$ cat src/rtl/dfp_sig_addsub_seq.sv
// -----------------------------------------------------------------------------
// dfp_sig_addsub_seq
//   Digit-serial BCD significand adder/subtractor for the DFP add/sub path.
//   Processes DPC BCD digits per cycle, LSB group first. Effective subtract
//   uses ten's-complement addition; a negative result (no final carry) is
//   re-complemented serially in a second pass (FIX) and the sign flipped.
//
//   Optional build macro: DFP_SIG_BCD_CHECK_EN
//     defined   : invalid latches "any nibble of a or b > 9" at request accept
//     undefined : invalid tied to 0, no check logic
//
// Ports
//   clk, rst_n          clock, asynchronous active-low reset
//   ce                  clock enable, 0 freezes all state and outputs
//   req_valid/req_ready operand request handshake (op, sa, a, sb, b)
//   rsp_valid/rsp_ready result handshake (o, so, cout, zero, invalid)
//   o                   BCD result magnitude, 4*NDIG bits
//   so                  result sign (forced 0 for a zero effective-subtract result)
//   cout                decimal carry out of MSD, effective add only
//   zero                result magnitude is all zeros
//   invalid             non-BCD input nibble seen (optional feature)
// -----------------------------------------------------------------------------
module dfp_sig_addsub_seq #(
  parameter int NDIG = 34,
  parameter int DPC  = 2
) (
  input  logic              clk,
  input  logic              rst_n,
  input  logic              ce,
  input  logic              req_valid,
  output logic              req_ready,
  input  logic              op,
  input  logic              sa,
  input  logic [4*NDIG-1:0] a,
  input  logic              sb,
  input  logic [4*NDIG-1:0] b,
  output logic              rsp_valid,
  input  logic              rsp_ready,
  output logic [4*NDIG-1:0] o,
  output logic              so,
  output logic              cout,
  output logic              zero,
  output logic              invalid
);

  localparam int NGRP = NDIG / DPC;
  localparam int CW   = (NGRP > 1) ? $clog2(NGRP) : 1;
  localparam int GW   = 4 * DPC;

  typedef enum logic [1:0] {IDLE, RUN, FIX, DONE} state_t;

  state_t              state_q;
  logic [4*NDIG-1:0]   a_q, b_q, o_q;
  logic                sa_q, es_q, carry_q;
  logic [CW-1:0]       cnt_q;
  logic                so_q, cout_q, zero_q;
  logic                req_ready_q, rsp_valid_q;

  // Group datapath
  logic [GW-1:0]       grp_a, grp_b, grp_o, grp_sum;
  logic [3:0]          dx, dy;
  logic [4:0]          s;
  logic                c;
  logic                grp_c;
  logic [4*NDIG-1:0]   o_d;
  logic                o_zero;
  logic                last_grp;
  logic                es_in;

  assign es_in    = op ^ sa ^ sb;
  assign last_grp = (cnt_q == CW'(NGRP - 1));

  // One digit group per cycle. In RUN the operands are a and (b or 9-b);
  // in FIX the same adder forms (9-o)+carry to re-complement the result.
  always_comb begin
    grp_a   = a_q[int'(cnt_q)*GW +: GW];
    grp_b   = b_q[int'(cnt_q)*GW +: GW];
    grp_o   = o_q[int'(cnt_q)*GW +: GW];
    grp_sum = '0;
    dx      = '0;
    dy      = '0;
    s       = '0;
    c       = carry_q;
    for (int unsigned i = 0; i < DPC; i++) begin
      if (state_q == FIX) begin
        dx = 4'd9 - grp_o[i*4 +: 4];
        dy = 4'd0;
      end else begin
        dx = grp_a[i*4 +: 4];
        dy = es_q ? (4'd9 - grp_b[i*4 +: 4]) : grp_b[i*4 +: 4];
      end
      s = {1'b0, dx} + {1'b0, dy} + {4'b0, c};
      if (s > 5'd9) begin
        grp_sum[i*4 +: 4] = s[3:0] - 4'd10;
        c = 1'b1;
      end else begin
        grp_sum[i*4 +: 4] = s[3:0];
        c = 1'b0;
      end
    end
    grp_c = c;
    o_d   = o_q;
    o_d[int'(cnt_q)*GW +: GW] = grp_sum;
    o_zero = (o_d == '0);
  end

`ifdef DFP_SIG_BCD_CHECK_EN
  logic invalid_q;

  function automatic logic has_non_bcd(input logic [4*NDIG-1:0] v);
    logic bad;
    bad = 1'b0;
    for (int unsigned i = 0; i < NDIG; i++) begin
      if (v[i*4 +: 4] > 4'd9) bad = 1'b1;
    end
    return bad;
  endfunction

  always_ff @(posedge clk or negedge rst_n) begin
    if (!rst_n) begin
      invalid_q <= 1'b0;
    end else if (ce && state_q == IDLE && req_valid) begin
      invalid_q <= has_non_bcd(a) | has_non_bcd(b);
    end
  end

  assign invalid = invalid_q;
`else
  assign invalid = 1'b0;
`endif

  always_ff @(posedge clk or negedge rst_n) begin
    if (!rst_n) begin
      state_q     <= IDLE;
      a_q         <= '0;
      b_q         <= '0;
      o_q         <= '0;
      sa_q        <= 1'b0;
      es_q        <= 1'b0;
      carry_q     <= 1'b0;
      cnt_q       <= '0;
      so_q        <= 1'b0;
      cout_q      <= 1'b0;
      zero_q      <= 1'b0;
      req_ready_q <= 1'b1;
      rsp_valid_q <= 1'b0;
    end else if (ce) begin
      case (state_q)
        IDLE: begin
          if (req_valid) begin
            a_q         <= a;
            b_q         <= b;
            sa_q        <= sa;
            es_q        <= es_in;
            carry_q     <= es_in;
            cnt_q       <= '0;
            req_ready_q <= 1'b0;
            state_q     <= RUN;
          end
        end
        RUN: begin
          o_q     <= o_d;
          carry_q <= grp_c;
          if (last_grp) begin
            if (!es_q) begin
              cout_q      <= grp_c;
              so_q        <= sa_q;
              zero_q      <= o_zero;
              rsp_valid_q <= 1'b1;
              state_q     <= DONE;
            end else if (grp_c) begin
              // |a| >= |b|: ten's-complement sum is already the magnitude
              cout_q      <= 1'b0;
              so_q        <= o_zero ? 1'b0 : sa_q;
              zero_q      <= o_zero;
              rsp_valid_q <= 1'b1;
              state_q     <= DONE;
            end else begin
              // |a| < |b|: second pass re-complements o
              cout_q  <= 1'b0;
              cnt_q   <= '0;
              carry_q <= 1'b1;
              state_q <= FIX;
            end
          end else begin
            cnt_q <= cnt_q + CW'(1);
          end
        end
        FIX: begin
          o_q     <= o_d;
          carry_q <= grp_c;
          if (last_grp) begin
            so_q        <= o_zero ? 1'b0 : ~sa_q;
            zero_q      <= o_zero;
            rsp_valid_q <= 1'b1;
            state_q     <= DONE;
          end else begin
            cnt_q <= cnt_q + CW'(1);
          end
        end
        DONE: begin
          if (rsp_ready) begin
            rsp_valid_q <= 1'b0;
            req_ready_q <= 1'b1;
            state_q     <= IDLE;
          end
        end
        default: state_q <= IDLE;
      endcase
    end
  end

  assign req_ready = req_ready_q;
  assign rsp_valid = rsp_valid_q;
  assign o         = o_q;
  assign so        = so_q;
  assign cout      = cout_q;
  assign zero      = zero_q;

endmodule

$ cat config.mk
export PLATFORM = sky130hd
export DESIGN_NAME = dfp_sig_addsub_seq
export DESIGN_NICKNAME = d
export VERILOG_FILES = /design/src/rtl/dfp_sig_addsub_seq.sv
export SDC_FILE = /design/constraint.sdc
export NUM_CORES = 1
export LEC_CHECK = 0
export BUFFER_PORTS_ARGS = -buffer_cell sky130_fd_sc_hd__buf_2
export CORE_AREA = 5 5 207 209
export CTS_BUF_LIST = sky130_fd_sc_hd__clkbuf_8 sky130_fd_sc_hd__clkbuf_16
export CTS_CLUSTER_SIZE = 16
export DETAILED_ROUTE_END_ITERATION = 6
export DIE_AREA = 0 0 212 214
export GPL_TIMING_DRIVEN = 0
export PLACE_DENSITY = 0.82
export SLEW_MARGIN = 5
export SYNTH_ARGS = -nofsm -noshare
export SYNTH_HDL_FRONTEND = slang
export SYNTH_SLANG_ARGS = --single-unit
$ cat constraint.sdc
create_clock -name clk -period 9.75 [get_ports clk]
set_input_delay 0.4875 -clock clk [delete_from_list [all_inputs] [get_ports clk]]
set_output_delay 0.4875 -clock clk [all_outputs]
set_load 0.1 [all_outputs]
# --- After elaboration in Yosys (flattened, before gate mapping) ---
# Cells that the tools add are included.
word_totals:
  ram_bits: 0
  rom_bits: 0
  latch_bits: 0
  out_inout_bits: 142
  mem_count: 0
  register_bits: 423
classes:
  mux: 50
  reduce_logical: 16
  n_mul: 0
  n_addsub: 12
  n_shift: 5
  magnitude_cmp: 2
  n_eq_ne: 12
  bitwise_logic: 3
  n_div: 0
ops:
  columns: ["cell", "count"]
  rows:
  - ["$shiftx 136x9->8", 3]
  - ["$bwmux 136", 1]
  - ["$logic_not 136->1", 1]
  - ["$shift 8x33->136 const A", 1]
  - ["$shiftx 8x33->136", 1]
  - ["$neg 8->33", 1]
  - ["$mux 4", 8]
  - ["$mux 1", 25]
  - ["$mux 5", 5]
  - ["$sub 4x4->4 const A", 4]
  - ["$pmux 5 s3", 1]
  - ["$reduce_and 6->1", 2]
  - ["$add 4x4->5", 2]
  - ["$add 5x1->5", 2]
  - ["$gt 5x4->1 const B", 2]
  - ["$ne 2x2->1 const B", 5]
  - ["$reduce_and 5->1", 2]
  - ["$ne 3x3->1 const B", 3]
  - ["$reduce_and 3->1", 3]
  - ["$mux 2", 4]
  - ["$pmux 2 s4", 1]
  - ["$sub 4x4->4 const B", 2]
  - ["$pmux 1 s2", 3]
  - ["$pmux 1 s3", 2]
  - ["other kinds (12)", 16]

# --- Depth between registers and ports, before layout ---
logic_depth:
  word_depth: 19
  mapped_depth: 32

# --- Worst setup path after synthesis ---
# Ideal clock, no wire load.
synth_path:
  path_kind: "flip-flop to flip-flop"
  start: "register cnt_q[0]"
  end: "register so_q (netlist: so)"
  arrival_ps: 6926
  required_time_ps: 9606
  period_less_slack_ps: 7071
  setup_time_ps: 144
  path_buffers: 6
  setup_slack_ps: 2679
  path_stages_with_launch: 32
  path_cell_list: "dfrtp_1 -> buf_6 -> clkbuf_1 -> buf_2 -> buf_2 -> buf_2 -> mux4_2 -> mux2i_1 -> o22ai_1 -> a21oi_1 -> ha_1 -> a21oi_1 -> nor2_1 -> ha_1 -> and3b_1 -> or3_1 -> nand3_1 -> nand2_1 -> fa_1 -> fa_1 -> buf_2 -> xnor2_1 -> ha_1 -> o41ai_1 -> a21oi_1 -> nand2_1 -> nand2_1 -> nor2_1 -> a2111oi_0 -> nand4b_1 -> nor4_2 -> a211oi_1"
synth_between:
  elab_chain_cells: 19
  elab_cells_between_ends: 42
  classes_between: "add/sub (11); order compare (2); eq/ne (4); shift (5); mux (18); reduce/logical (2)"
synth_rtl:
  columns: ["item", "line", "source"]
  rows:
  - ["from (decl)", "55", "logic [CW-1:0] cnt_q;"]
  - ["from (signal assigned)", "186", "cnt_q <= cnt_q + CW'(1);"]
  - ["from (signal assigned)", "198", "cnt_q <= cnt_q + CW'(1);"]
  - ["$shiftx 136x9->8", "77", "grp_b = b_q[int'(cnt_q)*GW +: GW];"]
  - ["$sub 4x4->4", "90", "dy = es_q ? (4'd9 - grp_b[i*4 +: 4]) : grp_b[i*4 +: 4];"]
  - ["$mux 4", "90", null]
  - ["$mux 4", "85", "if (state_q == FIX) begin"]
  - ["$add 4x4->5", "92", "s = {1'b0, dx} + {1'b0, dy} + {4'b0, c};"]
  - ["$add 5x1->5", "92", null]
  - ["$gt 5x4->1", "93", "if (s > 5'd9) begin"]
  - ["$mux 1", "93", null]
  - ["(+3 left out)", null, null]
  - ["$shiftx 8x33->136", "103", "o_d[int'(cnt_q)*GW +: GW] = grp_sum;"]
  - ["$bwmux 136", "103", null]
  - ["$logic_not 136->1", "104", "o_zero = (o_d == '0);"]
  - ["$mux 1", "174", "so_q <= o_zero ? 1'b0 : sa_q;"]
  - ["$mux 1", "171", "end else if (grp_c) begin"]
  - ["$mux 1", "165", "if (!es_q) begin"]
  - ["$mux 1", "164", "if (last_grp) begin"]
  - ["$pmux 1 s2", "148", "case (state_q)"]
  - ["to (signal assigned)", "167", "so_q <= sa_q;"]
  - ["to (signal assigned)", "174", null]
  - ["to (signal assigned)", "193", "so_q <= o_zero ? 1'b0 : ~sa_q;"]
  - ["to (decl)", "56", "logic so_q, cout_q, zero_q;"]
# Parallel ways exist; a longest one is shown, timed or not. The select of a mux whose other input is x is not followed.
# A chain may end at the register's enable or synchronous reset.

# --- Worst setup path after layout ---
layout_path:
  start: "register cnt_q[1]"
  end: "register so_q (netlist: so)"
# The elaborated chain is that of the path after synthesis.

==> metrics.cfg <==
[outcome]
status=finished with violations
violations=design-rule violations, negative hold slack

[worst_setup_path]
critical-path-top-delay-family=buffers and inverters
cp-start-kind=flop
r2r.worst_path.cells=28
crit_slowest_cell=clkdlybuf4s15_1
required_ns=10.19
crit_buf_inv=5
r2r-start=cnt_q[1]$_DFFE_PN0P_
cp.arrival_ns=9.81
reg2reg_slack_ns=0.38
end_kind=flop
critical_path_class=reg -> reg
critPathMaxFanout=10
max_stage_delay_ns=1.04
r2r-end=so$_DFFE_PN0P_

[route]
totalWireLength_mm=99.6
num_vias=20600
final_antenna_net_count=0
first_iter_violations=2877
dr.pass1.iters=7
via_per_inst=6.93
drc=3
wl_per_cell_um=33.6

[clock_tree]
cts_hold_buf=0
clk_latency_ns=0.60
post_cts_buffers=0
path_clk_slew_ns=0.07
cts_made_buffers=43
cts_buffer_depth=3
root_buffer=clkbuf_16
clkSinkCount=423
cts-htree-levels=2
cts_tree=done

[placement]
gp_congestion=1.14
dp.cells=2876
pre_cts_ws_ns=-0.0701
hpwlAfterDp_mm=77.0
numPortBuffers=420

[timing]
hold_ws_ns=-0.0401
hold_viol=19
finalWorstSetupSlack_ns=0.381
finalSetupViolCount=0
max_slew.worst_pin.slew_ns=1.25
finalCriticalPeriod_ns=9.37
slew-limit-headroom=0.159
rsz0062_at_grt=false
drv_slew=0
max_freq_mhz=107
min_period_over_period=0.961
tns_ns=0
skew_ns=0.0226

[final_layout]
layout.cells.non_filler=2967
nets=2694
syn_to_final_growth_pct=19.5
drive_above_1_share=0.396

[grt]
use_met1=0.559
grtUsageTotal=0.431
use_met3=0.169
overflow=0
antenna_found_initial=23
grt_pass1_wl_mm=143
met2_usage=0.637
busiest_layer=met2
grt_max_degree=122
grt_pass1_vias=20900

[die]
initial_utilization=0.555
core_area_um2=40600
rows=74
num_io_pins=422
die_area_um2=45400
die_h_um=214
die_x_um=212

[power_and_ir_drop]
power_density_nw_per_um2=439
total_power_mw=11.8
p_leak_nw=12.2
ir_drop_uv=466

[synthesis]
synth_ff_type=dfrtp_1
synth_seq_area_share=0.469
synth_edf_count=0
postSynthCellCount=1920
synth.avg_cell_area_um2=11.8
syn_area_um2=22600
synth_seq_cells=423
ys_types=100
synth-async-reset-ratio=1.00
yosys_warnings=0
synth_fp_nets=2227

[min_path]
worstHoldPathType=in -> async

[flow_run]
drv_cap=0

[layer usage]
layer	part of all wire	wire (um)
met4	0.060	6010
met3	0.14	13500
met5	0.0012	123
met1	0.36	35900
met2	0.44	44100
[area by class of cell]
cell class | count | area [um2]
plain buffers | 128 | 574
multi-input cells | 1342 | 11300
inverters | 25 | 93.8
well taps | 532 | 666
clock buffers | 54 | 1230
repair buffers | 424 | 2210
fillers | 3050 | 13700
clock inverters | 21 | 228
diodes | 18 | 45.0
flip-flops and latches | 423 | 10600
[layout by cell type (no fill, tap or decap), types with 34 or more instances in the layout]
cell / count
mux4_2: 103
dfrtp_1: 422
a21oi_1: 63
mux2_2: 288
clkbuf_1: 82
clkbuf_16: 43
mux2i_1: 37
nor2_1: 74
buf_2: 439
o21ai_0: 154
o22ai_1: 34
nand2_1: 211
[synthesized netlist by cell type (all sizes together), types with 4 or more instances]
cell type | instances | share of area
dfrtp | 422 | 0.47
mux2 | 289 | 0.14
nand2 | 213 | 0.036
o21ai | 161 | 0.036
mux4 | 103 | 0.10
clkbuf | 88 | 0.015
nor2 | 75 | 0.013
a21oi | 66 | 0.015
buf | 42 | 0.010
mux2i | 38 | 0.017
o22ai | 34 | 0.0094
nand3 | 30 | 0.0069
o31ai | 27 | 0.0098
inv | 25 | 0.0042
ha | 23 | 0.013
nor3 | 23 | 0.0055
nor4 | 23 | 0.0067
a211oi | 19 | 0.0078
nand4 | 15 | 0.0042
o211ai | 15 | 0.0050
nand2b | 12 | 0.0033
and2 | 9 | 0.0026
nor2b | 9 | 0.0025
a31oi | 8 | 0.0022
o2111ai | 8 | 0.0031
xnor2 | 8 | 0.0031
a2111oi | 7 | 0.0030
a21o | 7 | 0.0023
nor4b | 6 | 0.0032
o21a | 6 | 0.0020
or3 | 6 | 0.0017
a211o | 5 | 0.0023
a221oi | 5 | 0.0022
a22oi | 5 | 0.0017
o221ai | 5 | 0.0019
or2 | 5 | 0.0014
a311oi | 4 | 0.0016
and3 | 4 | 0.0011
fa | 4 | 0.0035
nand3b | 4 | 0.0013
o32ai | 4 | 0.0016
or3b | 4 | 0.0016
or4 | 4 | 0.0013
xor2 | 4 | 0.0016
[how the worst max path moves through the flow]
stage	start	to	cells after the start
3_5_place_dp	cnt_q[2]$_DFFE_PN0P_	so$_DFFE_PN0P_	29
4_1_cts	cnt_q[2]$_DFFE_PN0P_	so$_DFFE_PN0P_	29
3_3_place_gp	cnt_q[2]$_DFFE_PN0P_	so$_DFFE_PN0P_	28
6_report	cnt_q[1]$_DFFE_PN0P_	so$_DFFE_PN0P_	28
5_1_grt	cnt_q[0]$_DFFE_PN0P_	so$_DFFE_PN0P_	32
2_1_floorplan	cnt_q[0]$_DFFE_PN0P_	so$_DFFE_PN0P_	31
[flip-flops by register name, summed over array words and instances, names as in the netlist, 2 cells and up]
| name | flops |
|---|---|
| b_q | 136 |
| o | 136 |
| state_q | 2 |
| cnt_q | 5 |
| a_q | 136 |
[timing repair]
action | 4_1_cts | 5_1_grt
endpoints found under the setup margin | 2 | 14
pin swaps | 0 | 0
resized for setup | 1 | 17
gates cloned | 0 | 0
[report_power, final]
group	total, mW	leakage (nW)	switching, mW	internal [mW]
clock	1.74	0.736	0.741	0.997
combinational	7.31	6.16	4.97	2.34
sequential	2.78	5.33	0.400	2.38
[through the flow]
| step | utilization | instance area (um2) |
|---|---|---|
| floorplan | - | 22600 |
| global placement | 0.623 | 25300 |
| detailed placement | 0.626 | 25400 |
| CTS | 0.662 | 26900 |
| global route | 0.663 | 26900 |
| finish | 0.663 | 27000 |
[cells by family after synthesis]
| group | count (synthesis) | synth area share |
|---|---|---|
| mux | 430 | 0.264 |
| fa+ha+maj | 27 | 0.0163 |
| xor+xnor | 12 | 0.00466 |
| simple gates | 454 | 0.0970 |
| buf+inv | 155 | 0.0289 |
| other cells | 1 | 0.000166 |
| compound gates | 418 | 0.120 |
| flops | 423 | 0.469 |
[worst reg2reg max path, delay by kind of cell, from the launching register on]
kind	cells	cell delay, ns
buf+inv	5	2.80
simple gates	7	1.73
fa+ha+maj	4	1.58
compound gates	8	1.48
mux	2	0.67
flops	1	0.62
xor+xnor	2	0.36
Note: power is estimated with default switching activity, not from simulation.
